$ cat config.mk
export PLATFORM = sky130hd
export DESIGN_NAME = fwd_ctrl
export DESIGN_NICKNAME = d
export VERILOG_FILES = /design/src/rtl/fwd_ctrl.sv
export SDC_FILE = /design/constraint.sdc
export NUM_CORES = 1
export LEC_CHECK = 0
export ABC_AREA = 0
export BUFFER_PORTS_ARGS = -buffer_cell sky130_fd_sc_hd__buf_2
export CAP_MARGIN = 25
export CORE_MARGIN = 2
export CORE_UTILIZATION = 30
export DETAILED_ROUTE_END_ITERATION = 10
export MAX_ROUTING_LAYER = met4
export SYNTH_ARGS = -nofsm -noshare
export SYNTH_HDL_FRONTEND = slang
export SYNTH_SLANG_ARGS = --single-unit
$ cat constraint.sdc
create_clock -name clk -period 4.8 [get_ports clk]
set_input_delay 0.24 -clock clk [delete_from_list [all_inputs] [get_ports clk]]
set_output_delay 0.24 -clock clk [all_outputs]
set_load 0.02 [all_outputs]
$ cat src/rtl/fwd_ctrl.sv
// rtl/fwd_ctrl.sv - operand forwarding select and load-use hazard control
//
// Tracks the instruction in EX and the one in WB. From these it picks the
// source of each decode-stage operand and raises a pipeline stall when a
// needed value is not yet available.
//
// Build option: FWD_CTRL_BYPASS_EN
//   defined   - ALU (EX) and DATAD (WB) bypass paths are used; only a
//               load-use dependency stalls, for one cycle.
//   undefined - no bypass; operands come only from REG/PC/IMM and any
//               EX or WB dependency on a consumed source stalls.
//
// Ports:
//   clk, rst            clock (rising edge), asynchronous active-high reset
//   id_valid_i          decode instruction valid
//   id_rs1_i, id_rs2_i  decode source indices
//   id_use_pc_i         operand A is PC
//   id_use_imm_i        operand B is immediate
//   id_rd_i, id_we_i    decode destination index and write enable
//   id_load_i           decode instruction is a load
//   flush_i             kill decode instruction
//   asel_o              operand A select: 00 REG, 01 PC, 10 ALU, 11 DATAD
//   bsel_o              operand B select: 00 REG, 01 IMM, 10 ALU, 11 DATAD
//   stall_o             hold PC/decode, inject bubble into EX
//   stall_cnt_o         saturating stall-cycle counter

module fwd_ctrl (
  input  logic        clk,
  input  logic        rst,
  input  logic        id_valid_i,
  input  logic [4:0]  id_rs1_i,
  input  logic [4:0]  id_rs2_i,
  input  logic        id_use_pc_i,
  input  logic        id_use_imm_i,
  input  logic [4:0]  id_rd_i,
  input  logic        id_we_i,
  input  logic        id_load_i,
  input  logic        flush_i,
  output logic [1:0]  asel_o,
  output logic [1:0]  bsel_o,
  output logic        stall_o,
  output logic [15:0] stall_cnt_o
);

  localparam logic [1:0] SEL_REG   = 2'b00;
  localparam logic [1:0] SEL_PC    = 2'b01;
  localparam logic [1:0] SEL_IMM   = 2'b01;
  localparam logic [1:0] SEL_ALU   = 2'b10;
  localparam logic [1:0] SEL_DATAD = 2'b11;

  logic [4:0]  r_ex_rd;
  logic        r_ex_we;
  logic        r_ex_ld;
  logic [4:0]  r_wb_rd;
  logic        r_wb_we;
  logic [15:0] r_stall_cnt;

  logic w_ex_hit_a;
  logic w_ex_hit_b;
  logic w_wb_hit_a;
  logic w_wb_hit_b;
  logic w_use_a;
  logic w_use_b;
  logic w_ld_use;
  logic w_hazard;
  logic w_stall;
  logic w_issue;

  // x0 is hardwired zero, so it can never be a forwarding target.
  always_comb begin
    w_ex_hit_a = r_ex_we && (r_ex_rd == id_rs1_i) && (id_rs1_i != 5'd0);
    w_ex_hit_b = r_ex_we && (r_ex_rd == id_rs2_i) && (id_rs2_i != 5'd0);
    w_wb_hit_a = r_wb_we && (r_wb_rd == id_rs1_i) && (id_rs1_i != 5'd0);
    w_wb_hit_b = r_wb_we && (r_wb_rd == id_rs2_i) && (id_rs2_i != 5'd0);
    // A source only matters when the operand mux actually reads the register.
    w_use_a    = ~id_use_pc_i;
    w_use_b    = ~id_use_imm_i;
    w_ld_use   = r_ex_ld && ((w_use_a && w_ex_hit_a) || (w_use_b && w_ex_hit_b));
  end

`ifdef FWD_CTRL_BYPASS_EN
  // EX result is the newest value, so it beats WB on the same register.
  always_comb begin
    asel_o = SEL_REG;
    bsel_o = SEL_REG;
    if (id_use_pc_i)     asel_o = SEL_PC;
    else if (w_ex_hit_a) asel_o = SEL_ALU;
    else if (w_wb_hit_a) asel_o = SEL_DATAD;
    if (id_use_imm_i)    bsel_o = SEL_IMM;
    else if (w_ex_hit_b) bsel_o = SEL_ALU;
    else if (w_wb_hit_b) bsel_o = SEL_DATAD;
    // Load data only exists at WB, so an EX-stage load cannot be bypassed.
    w_hazard = id_valid_i && w_ld_use;
  end
`else
  always_comb begin
    asel_o = id_use_pc_i  ? SEL_PC  : SEL_REG;
    bsel_o = id_use_imm_i ? SEL_IMM : SEL_REG;
    // Load-use is a subset of the EX-hit term; kept so both builds share it.
    w_hazard = id_valid_i &&
               (w_ld_use ||
                (w_use_a && (w_ex_hit_a || w_wb_hit_a)) ||
                (w_use_b && (w_ex_hit_b || w_wb_hit_b)));
  end
`endif

  // A flushed decode instruction is dead, so it can never be stalled.
  assign w_stall     = w_hazard & ~flush_i;
  assign w_issue     = id_valid_i & ~w_stall & ~flush_i;
  assign stall_o     = w_stall;
  assign stall_cnt_o = r_stall_cnt;

  always_ff @(posedge clk or posedge rst) begin
    if (rst) begin
      r_ex_rd     <= 5'd0;
      r_ex_we     <= 1'b0;
      r_ex_ld     <= 1'b0;
      r_wb_rd     <= 5'd0;
      r_wb_we     <= 1'b0;
      r_stall_cnt <= 16'd0;
    end else begin
      r_wb_rd <= r_ex_rd;
      r_wb_we <= r_ex_we;
      if (w_issue) begin
        r_ex_rd <= id_rd_i;
        r_ex_we <= id_we_i;
        r_ex_ld <= id_load_i;
      end else begin
        r_ex_rd <= 5'd0;
        r_ex_we <= 1'b0;
        r_ex_ld <= 1'b0;
      end
      if (w_stall && (r_stall_cnt != 16'hFFFF)) begin
        r_stall_cnt <= r_stall_cnt + 16'd1;
      end
    end
  end

endmodule
# == After elaboration in Yosys (flattened, before gate mapping) ==
# Index checks and enable logic that the tools add are counted.
# classes
addsub,1
n_eq_ne,5
mux,5
n_bitwise,7
reduce_logical,22
# op_table
operator,n
$eq 5x5->1,4
$add 16x1->16 const B,1
$ne 16x16->1 const B,1
$logic_and 1x1->1,15
$reduce_bool 5->1,2
$logic_or 1x1->1,5
$mux 5,1
$mux 1,4
$not 1->1,4
$and 1x1->1,3
# totals
register_bits,29
inputBits,23
output_inout_bits,21
wordCells,46

# == Depth between registers and ports, before layout ==
# Gate-level depths: netlist of the first run.
# depth
ltp_word,14
mapped_depth,7
depth_no_buf,6

# == Worst setup path after synthesis of the first run ==
# Ideal clock, no wire load.
# synth_timing
path_type,register to register
start,reg r_stall_cnt[2] (netlist: stall_cnt_o[2])
end,reg r_stall_cnt[11] (netlist: stall_cnt_o[11])
setup_time_ns,0.138
arrival_ns,1.748
t_required_ns,4.662
path_slack_ns,2.914
stages_incl_launch_ff,8
n_path_buf,1
period_less_slack_ns,1.886
path_cell_list,dfrtp_1 and4_4 and3_4 nand3_4 o31ai_4 buf_6 nor4_1 xor2_1
# synth_via
elab_chain_cells,2
word_cells_on_any_way,3
cone_classes,add/sub: 1; eq/ne: 1; reduce/logical: 1
# synth_rtl
element,line_no,text
start: declaration,56,logic [15:0] r_stall_cnt;
start signal: assignment,134,r_stall_cnt <= r_stall_cnt + 16'd1;
branches (longest 2 deep; another with $add 16x1->16),n/a,
# Several ways; the timed one is not identified.
# A chain may end at the register's enable or synchronous reset.

# == Worst setup path in the final report of the first run ==
# layout_timing
start,reg r_ex_rd[4]
end,out stall_o
# layout_via
elab_chain_cells,10
word_cells_on_any_way,18
cone_classes,eq/ne: 2; bitwise: 1; reduce/logical: 15
# layout_rtl
element,line_no,text
start: declaration,51,logic [4:0] r_ex_rd;
start signal: assignment,125,r_ex_rd <= id_rd_i;
"$eq 5x5->1, on equally long branches","71, 72",
"$logic_and 1x1->1, on equally long branches (2 in a row)","71, 72",
$logic_and 1x1->1,78,w_ld_use = r_ex_ld && ((w_use_a && w_ex_hit_a) || (w_use_b && w_ex_hit_b));
$logic_or 1x1->1,78,
$logic_and 1x1->1,78,
$logic_or 1x1->1,101,(w_ld_use ||
$logic_or 1x1->1 *,102,(w_use_a && (w_ex_hit_a || w_wb_hit_a)) ||
$logic_and 1x1->1 *,100,w_hazard = id_valid_i &&
$and 1x1->1 *,108,assign w_stall = w_hazard & ~flush_i;
end: declaration,41,"output logic stall_o,"
# Every way passes the cells marked *; elsewhere a longest branch is shown, timed or not.

==> reports/qor.txt, run 1 <==
r2r worst-path depth - 6
post_cts resized - 0
CP max-delay cell - a22oi_2
CTS tree - yes
DR WL met2 - 1.37 mm
Synth Flop Type - dfrtp_1
Worst setup SP type - register
final critical-path required period - 2.40 ns
setup TNS - 0 ns
H-tree depth - 1
count of cell types in the netlist - 32
final hold vios - 0
die width - 74.4 um
CP Class - reg2out
Port Buffers - 40
Worst Clk Skew - 0.00269 ns
M1 WL - 1.49 mm
initial DRC count - 38
max-slew violation count - 0
Vias - 1105
Int Pwr - 0.338 mW
setup bufs post-CTS - 0
CP top delay family - compound AO/OA/AOI/OAI gates
drt via density - 4.55
pwr dens - 244 mW/mm^2
CTS buffer count - 3
sequential power share - 55.9%
num rows - 25
Post-synth ARST share - 100%
Yosys reg bits - 28
share of cells above drive strength 1 - 30.7%
yosys warns - 0
post-synthesis cell count - 137
nets@finish - 201
clk root buf - clkbuf_8
largest net degree at the start of global routing - 23
Area contributors post-synth - dfrtp_1 (47%), xnor2_1 (12%), xor2_1 (8.8%), nand2_1 (3.3%), and3_1 (2.9%)
# DRC - 0
DRT antenna net count - 0
CP required - 4.56 ns
CP max FO - 22
clock sink total - 28
fill count - 499
Mapped Avg Cell Area - 10.8 um^2
P&R area growth vs syn - 21.4%
die area - 0.00553 mm^2
Top-Level Pins - 44
Total GRT Usage - 11.7%
R2R setup slack - 2.62 ns
crit end category - output port
placed wire-length estimate - 2.31 mm
first-pass GRT wire length - 4.84 mm
Gate power share - 11.7%
Yosys top cell by area - dfrtp_1
unrepaired setup endpoints after global routing - no
Buf/Inv on CP - 1
first drt pass iteration count - 4
n_diodes - 0
die height - 74.4 um
DR top layer - met4
Fmax - 416 MHz
core area - 0.00475 mm^2
Post-synth EDFFs - 0
Post-synth top cells - dfrtp_1 (28), xnor2_1 (20), xor2_1 (15)
most common cell in the netlist - dfrtp_1
final wirelength - 3.03 mm
net switching power - 0.102 mW
Max Buffers Root-to-Sink - 2
leakage - 0.890 nW
worst rel slew slack - 32.6%
initial antenna violation count - 0
Switching Share - 23.1%
HP Class - in2async
Worst-path clk slew - 0.09 ns
Largest stage delay, worst path - 0.83 ns
reg2reg end - stall_cnt_o[1]
hold-fix buffers at CTS - 0
GPL Wtd Cong - 0.891
fraction of the yosys area taken by sequential cells - 47.1%
VDD IR-drop max - 93.0 uV
total global routing overflow - 0
Initial Utilization - 31.3%
wire length per cell - 12.5 um
Final setup viols - 0
vias in the first global route - 1020
Worst-Skew Late Latency - 0.27 ns
Util after Layout - 37.9%
CP Cell Sequence - xnor2_1 -> nand4_1 -> o22ai_1 -> a22oi_2 -> nor2_1 -> buf_2
Met3 Wirelength - 135 um
worst slew pin tran - 1.01 ns
reg-to-reg startpoint - stall_cnt_o[2]
period utilization - 50.0%
worst endpoint data arrival time - 2.16 ns
max-cap violations - 0
status - completed
Synth top area share - 47.1%
clock network power share - 32.4%
Cell Area, Synth - 0.00149 mm^2
==> power by group through the flow <==
stage	combinational, mW	clock (mW)	sequential [mW]
after detailed placement	0.0524	0	0.251
after CTS	0.0527	0.147	0.246
after global placement	0.0492	0	0.251
final	0.0516	0.142	0.246
after global routing	0.0577	0.157	0.247
after floorplan	0.0318	0	0.252
==> worst max-delay path by stage <==
stage                               from               to  slack [ns]  cells past startpoint
after global routing          r_ex_rd[4]          stall_o        2.24                      6
after detailed placement      r_ex_rd[4]   stall_cnt_o[1]        2.60                      6
final                         r_ex_rd[4]          stall_o        2.40                      6
after CTS                     r_ex_rd[4]          stall_o        2.36                      6
after floorplan           stall_cnt_o[2]  stall_cnt_o[11]        2.91                      7
after global placement    stall_cnt_o[2]   stall_cnt_o[1]        2.63                      6
==> registers in the layout, indices dropped and copies added, names as in the netlist <==
| signal | flops |
|---|---|
| r_wb_rd | 5 |
| r_ex_we | 1 |
| stall_cnt_o | 16 |
| r_ex_rd | 5 |
| r_wb_we | 1 |
==> cells in the final DEF (no fill, tap or decap), drive strengths merged, types with 4 or more instances in the layout <==
cell type and count:
nor2 4, xnor2 20, nand3 4, nor3 8
xor2 15, dfrtp 28, and3 8, clkbuf 4
buf 41, nand2 13, nor4 7, nand4 6
==> area by class of cell <==
cell class                 count  area, um^2  area share, %
sequential                    28         701           38.8
timing repair buffer          41         228           12.6
inverter                       2        7.51          0.416
clock buffer                   4        55.1           3.05
tap                           67        83.8           4.65
multi-input combinational    101         729           40.4
==> per-layer routing <==
metal,track usage (%),vias to the layer above
met4,4.76,0
met1,15.9,524
li1,-,543
met3,1.22,4
met5,-,-
met2,17.8,34
==> metrics by stage <==
stage	power [mW]	std cells	hold WS [ns]	area, um^2	setup WS (ns)
after global routing	0.461	243	0.0568	1800	2.24
final	0.440	243	0.0194	1800	2.40
after detailed placement	0.303	239	0.331	1750	2.60
after global placement	0.300	238	0.389	1720	2.63
after floorplan	0.283	138	0.305	1490	2.91
after CTS	0.446	243	0.0347	1800	2.36
==> cells by family (layout without fill, tap and decap cells) <==
family,count (synthesis),in the layout,share of synthesized area (%)
and+or+nand+nor,56,56,22.3
xor gates and xnor gates,35,35,20.6
DFF,28,28,47.1
buffers and inverters,9,47,4.04
AOI/OAI and AO/OA,6,6,3.79
adders and majority gates,1,1,0.842
other,1,2,0.252
muxes,1,1,1.01
Note: power is estimated with default switching activity, not from simulation.
==> run 2: changes to the inputs <==
Clock period 4.8 ns to 2.15 ns, I/O delays scaled along.
==> reports/qor.txt, run 2 (same netlist as run 1, synthesis figures left out) <==
status - completed
Switching Share - 24.0% (+0.95 points)
share of cells above drive strength 1 - 33.7% (+3.0 points)
final critical-path required period - 1.94 ns
Vias - 1174 (+6.2%)
CP max FO - 6 (-73%)
num rows - 25 (unchanged)
period utilization - 90.0%
reg2reg end - stall_cnt_o[4]
CTS tree - yes
commonest non-fill, non-tap cell in the layout - buf_2
total global routing overflow - 0 (unchanged)
die width - 74.4 um (unchanged)
reg-to-reg startpoint - stall_cnt_o[4]
Gate power share - 12.8% (+1.1 points)
clk root buf - clkbuf_8
Worst Clk Skew - 0.00743 ns (+0.00474 ns)
post-placement cell count - 245 (+2.5%)
clock network power share - 29.1% (-3.3 points)
setup bufs post-CTS - 0 (unchanged)
HP Class - in2reg
VDD IR-drop max - 198 uV (+110%)
# DRC - 0 (unchanged)
wire length per cell - 13.3 um (+6.6%)
Power Total - 0.947 mW (+120%)
H-tree depth - 1 (unchanged)
placed wire-length estimate - 2.36 mm (+2.4%)
initial DRC count - 46 (+21%)
initial antenna violation count - 0 (unchanged)
Buf/Inv on CP - 1 (unchanged)
pre-CTS WS - 0.0147 ns (-2.59 ns)
Largest stage delay, worst path - 0.41 ns (-0.42 ns)
drt via density - 4.68 (+2.9%)
worst rel slew slack - 65.1% (+32 points)
GPL Wtd Cong - 0.944 (+5.9%)
Worst Slack Setup Final - 0.215 ns (-2.18 ns)
r2r worst-path depth - 7 (+1)
net switching power - 0.227 mW (+120%)
Worst-path clk slew - 0.09 ns (about the same)
Port Buffers - 40 (unchanged)
post-route cell area - 0.00186 mm^2 (+3.0%)
worst slew pin tran - 0.524 ns (-0.487 ns)
sequential power share - 58.0% (+2.1 points)
final hold vios - 0 (unchanged)
CP max-delay cell - dfrtp_1
Layout Cells excl Fill - 251 (+3.3%)
final wirelength - 3.33 mm (+10%)
first-pass GRT wire length - 5.44 mm (+13%)
max FFs per register - 16 (unchanged)
Fmax - 517 MHz
Int Pwr - 0.719 mW (+110%)
clock sink total - 28 (unchanged)
max-slew violation count - 0 (unchanged)
Max Buffers Root-to-Sink - 2 (unchanged)
DRT antenna net count - 0 (unchanged)
CP top delay family - simple AND/OR/NAND/NOR gates
Initial Utilization - 31.3% (unchanged)
CP Depth - 7 (+1)
n_diodes - 0 (unchanged)
Top-Level Pins - 44 (unchanged)
CP Cell Sequence - and4_4 -> and3_4 -> nand3_4 -> o31ai_4 -> buf_4 -> nor3_1 -> xor2_1
R2R setup slack - 0.21 ns (-2.41 ns)
worst endpoint data arrival time - 2.08 ns (-0.08 ns)
pwr dens - 509 mW/mm^2 (+110%)
commonest cells after routing, fill and taps aside - buf_2 (40), dfrtp_1 (28), xnor2_1 (20)
CP Class - reg2reg
fill count - 500 (+0.20%)
CP required - 2.30 ns (-2.26 ns)
P&R area growth vs syn - 25.0%
Total GRT Usage - 13.1% (+1.4 points)
Crit. Startpoint - stall_cnt_o[4]
CTS buffer count - 3 (unchanged)
die area - 0.00553 mm^2 (unchanged)
die height - 74.4 um (unchanged)
Worst Setup EP - stall_cnt_o[4]
first drt pass iteration count - 4 (unchanged)
Worst setup SP type - register
leakage - 0.912 nW (+2.4%)
nets@finish - 210 (+4.5%)
setup TNS - 0 ns (unchanged)
unrepaired setup endpoints after global routing - no
Final setup viols - 0 (unchanged)
placed cell area - 0.00177 mm^2 (+1.4%)
Worst-Skew Late Latency - 0.27 ns (about the same)
max-cap violations - 0 (unchanged)
largest net degree at the start of global routing - 29 (+26%)
vias in the first global route - 1137 (+11%)
crit end category - register
core area - 0.00475 mm^2 (unchanged)
## run 2: changes by cell type in the layout (fill, tap and decap cells not counted)
cell,change
a22oi_2,+1
o22ai_1,-2
a22oi_1,+1
buf_16,-1
o22ai_2,+2
buf_4,+7
dlygate4sd3_1,+1
clkbuf_8,-1
## run 2: power by group through the flow
stage | logic [mW] | clock network, mW | registers [mW]
2_1_floorplan | 0.0709 | 0 | 0.562
3_3_place_gp | 0.116 | 0 | 0.559
4_1_cts | 0.120 | 0.286 | 0.550
3_5_place_dp | 0.117 | 0 | 0.560
6_report | 0.122 | 0.276 | 0.549
5_1_grt | 0.135 | 0.308 | 0.551
## run 2: repair_timing
item                                   in CTS  in global routing
gates cloned                                1                  1
setup endpoints to repair                   1                  6
hold buffers                                1                  0
gates resized for setup                     0                  3
endpoints found under the hold margin      28                  0
pin swaps                                   1                  1
## run 2: per-stage QoR
step | hold WS, ns | utilization (%)
after global routing | 0.0623 | 39.1
final | 0.0634 | 39.1
after floorplan | 0.173 | -
after global placement | 0.200 | 37.3
after detailed placement | 0.198 | 37.3
after CTS | 0.0638 | 38.6
## run 2: worst min path at each step
| stage | from | end | slack (ns) | cells past startpoint |
|---|---|---|---|---|
| floorplan | rst | r_ex_rd[0] | 0.17 | 1 |
| global placement | rst | r_ex_rd[4] | 0.20 | 3 |
| detailed placement | rst | r_ex_rd[4] | 0.20 | 3 |
| CTS | id_rd_i[0] | r_ex_rd[0] | 0.06 | 2 |
| global route | id_rd_i[0] | r_ex_rd[0] | 0.06 | 2 |
| finish | id_rd_i[0] | r_ex_rd[0] | 0.06 | 2 |
## run 2: worst reg2reg max path, cell delays in order, from the launching register on
cell and delay [ns]:
dfrtp_1 0.41, and4_4 0.27, and3_4 0.22, nand3_4 0.09, o31ai_4 0.38, buf_4 0.21, nor3_1 0.06, xor2_1 0.17
## run 2: metal layers
metal	vias to the layer above	track usage [%]	part of all wire (%)
met1	556	18.8	51
met2	40	19.5	44
met4	0	3.17	0.45
met3	4	2.03	4.8
met5	-	-	0
li1	574	-	-
## run 2: layout make-up
| cell class | count | area [um^2] | area share [%] |
|---|---|---|---|
| Multi-Input combinational cell | 103 | 762 | 41.0 |
| Tap cell | 67 | 83.8 | 4.51 |
| Sequential cell | 28 | 701 | 37.7 |
| Clock buffer | 3 | 41.3 | 2.22 |
| Timing Repair Buffer | 48 | 263 | 14.1 |
| Inverter | 2 | 7.51 | 0.404 |
==> run 3: changes to the inputs <==
Settings changed: CORE_MARGIN 2 to 4, HOLD_SLACK_MARGIN set to 0.05, SKIP_LAST_GASP set to 1.
==> reports/qor.txt, run 3 (same netlist as run 1, synthesis figures left out) <==
Int Pwr - 0.757 mW (+5.3%)
VDD IR-drop max - 190 uV (-4.4%)
unrepaired setup endpoints after global routing - no
clock sink total - 28 (unchanged)
Util after Layout - 38.5% (-0.61 points)
DRT antenna net count - 0 (unchanged)
placed wire-length estimate - 2.45 mm (+3.7%)
first-pass GRT wire length - 5.97 mm (+9.6%)
r2r worst-path depth - 6 (-1)
Worst-path clk slew - 0.10 ns (about the same)
CP max FO - 11 (+5)
CP required - 2.04 ns (-0.26 ns)
reg2reg end - stall_cnt_o[3]
Port Buffers - 40 (unchanged)
sequential power share - 55.2% (-2.8 points)
Fmax - 503 MHz (-2.7%)
commonest cells after routing, fill and taps aside - buf_2 (40), dfrtp_1 (28), xnor2_1 (20)
wire length per cell - 13.3 um (+0.48%)
CTS buffer count - 3 (unchanged)
max FFs per register - 16 (unchanged)
CP top delay family - compound AO/OA/AOI/OAI gates
period utilization - 92.5% (+2.5 points)
fill count - 497 (-0.60%)
sequential cell area - 701 um^2 (unchanged)
total global routing overflow - 0 (unchanged)
post-placement cell count - 242 (-1.2%)
share of cells above drive strength 1 - 32.0% (-1.7 points)
max-slew violation count - 0 (unchanged)
vias in the first global route - 1287 (+13%)
R2R setup slack - 0.19 ns (-0.02 ns)
Buf/Inv on CP - 1 (unchanged)
HP Class - in2reg
Switching Share - 24.0% (-0.032 points)
GPL Wtd Cong - 0.874 (-7.4%)
Top-Level Pins - 44 (unchanged)
Total GRT Usage - 12.2% (-0.85 points)
Worst setup SP type - register
max-cap violations - 0 (unchanged)
Hold Path Stages - 2 (unchanged)
Max Buffers Root-to-Sink - 2 (unchanged)
reg-to-reg startpoint - r_ex_rd[2]
H-tree depth - 1 (unchanged)
Layout Cells excl Fill - 248 (-1.2%)
Vias - 1156 (-1.5%)
clk root buf - clkbuf_8
worst rel slew slack - 61.4% (-3.7 points)
initial antenna violation count - 0 (unchanged)
Worst Hold Path EP - r_ex_we
nets@finish - 206 (-1.9%)
CP Class - reg2out
P&R area growth vs syn - 23.1%
Hold Worst Slack - 0.0592 ns (-0.00419 ns)
num rows - 25 (unchanged)
worst endpoint data arrival time - 1.88 ns (-0.20 ns)
CP Cell Sequence - xnor2_1 -> nand4_1 -> o22ai_1 -> a22oi_2 -> nor2_1 -> buf_2
Gate power share - 11.9% (-0.9 points)
CP max-delay cell - dfrtp_1
core area - 0.00475 mm^2 (unchanged)
Worst-Skew Late Latency - 0.27 ns (about the same)
leakage - 0.901 nW (-1.1%)
status - completed
setup bufs post-CTS - 0 (unchanged)
initial DRC count - 29 (-37%)
pwr dens - 544 mW/mm^2 (+6.9%)
n_diodes - 0 (unchanged)
net switching power - 0.239 mW (+5.1%)
Final setup viols - 0 (unchanged)
final wirelength - 3.31 mm (-0.72%)
# DRC - 0 (unchanged)
die width - 78.4 um (+5.4%)
footprint of the multi-input gates - 742 um^2 (-2.6%)
CTS tree - yes
worst slew pin tran - 0.579 ns (+0.0551 ns)
drt via density - 4.66 (-0.34%)
die height - 78.4 um (+5.4%)
clock network power share - 32.9% (+3.8 points)
hold_sp - id_we_i
commonest non-fill, non-tap cell in the layout - buf_2
Largest stage delay, worst path - 0.42 ns (about the same)
Initial Utilization - 31.3% (unchanged)
die area - 0.00614 mm^2 (+11%)
crit end category - output port
first drt pass iteration count - 4 (unchanged)
final hold vios - 0 (unchanged)
Worst Clk Skew - 0.00675 ns (-0.000677 ns)
largest net degree at the start of global routing - 29 (unchanged)
final critical-path required period - 1.99 ns (+0.0543 ns)
==> run 3: cell count changes in the layout (fill, tap and decap cells not counted) <==
| cell | delta |
|---|---|
| buf_4 | -3 |
| o22ai_2 | -2 |
| a22oi_1 | -1 |
| clkbuf_8 | +1 |
| o22ai_1 | +2 |
==> run 3: worst max path at each step <==
stage | start | end | slack [ns] | cells past startpoint
after global placement | r_ex_rd[4] | stall_cnt_o[1] | 0.03 | 6
after floorplan | stall_cnt_o[2] | stall_cnt_o[11] | 0.26 | 7
after CTS | r_ex_rd[4] | stall_o | 0.15 | 6
after global routing | r_wb_rd[3] | stall_cnt_o[5] | 0.01 | 6
final | r_ex_rd[2] | stall_o | 0.16 | 6
after detailed placement | r_ex_rd[4] | stall_cnt_o[1] | -0.01 | 6
==> run 3: power by group through the flow <==
| stage | sequential (mW) | combinational, mW | clock, mW |
|---|---|---|---|
| final | 0.549 | 0.119 | 0.328 |
| after global routing | 0.552 | 0.133 | 0.357 |
| after CTS | 0.550 | 0.121 | 0.337 |
| after detailed placement | 0.560 | 0.118 | 0 |
| after global placement | 0.559 | 0.116 | 0 |
| after floorplan | 0.562 | 0.0709 | 0 |
==> run 3: cell type report <==
type	instances	area share, %
Clock buffer	4	3.01
Inverter	2	0.410
Multi-Input combinational cell	102	40.6
Sequential cell	28	38.3
Tap cell	67	4.58
Timing Repair Buffer	45	13.1
==> run 3: stage by stage <==
stage | total power [mW] | area, um^2 | TNS (ns) | worst slack [ns]
final | 0.996 | 1830 | 0 | 0.161
after global routing | 1.04 | 1830 | 0 | 0.0103
after CTS | 1.01 | 1820 | 0 | 0.154
after detailed placement | 0.678 | 1750 | -0.0109 | -0.0109
after global placement | 0.676 | 1750 | 0 | 0.0336
after floorplan | 0.633 | 1490 | 0 | 0.264
==> run 3: timing repair <==
| action | 4_1_cts | 5_1_grt |
|---|---|---|
| hold buffers | 1 | 0 |
| resized for setup | 0 | 1 |
| setup endpoints to repair | 2 | 4 |
| gates cloned | 1 | 0 |
| hold endpoints to repair | 28 | 0 |
| pin swaps | 1 | 0 |
==> run 3: metal layers <==
layer | share of wire, % | vias to the layer above | global-route usage, %
met3 | 7.6 | 2 | 2.29
li1 | - | 559 | -
met2 | 47 | 41 | 19.8
met4 | 0.24 | 0 | 2.62
met1 | 45 | 554 | 16.1
met5 | 0 | - | -
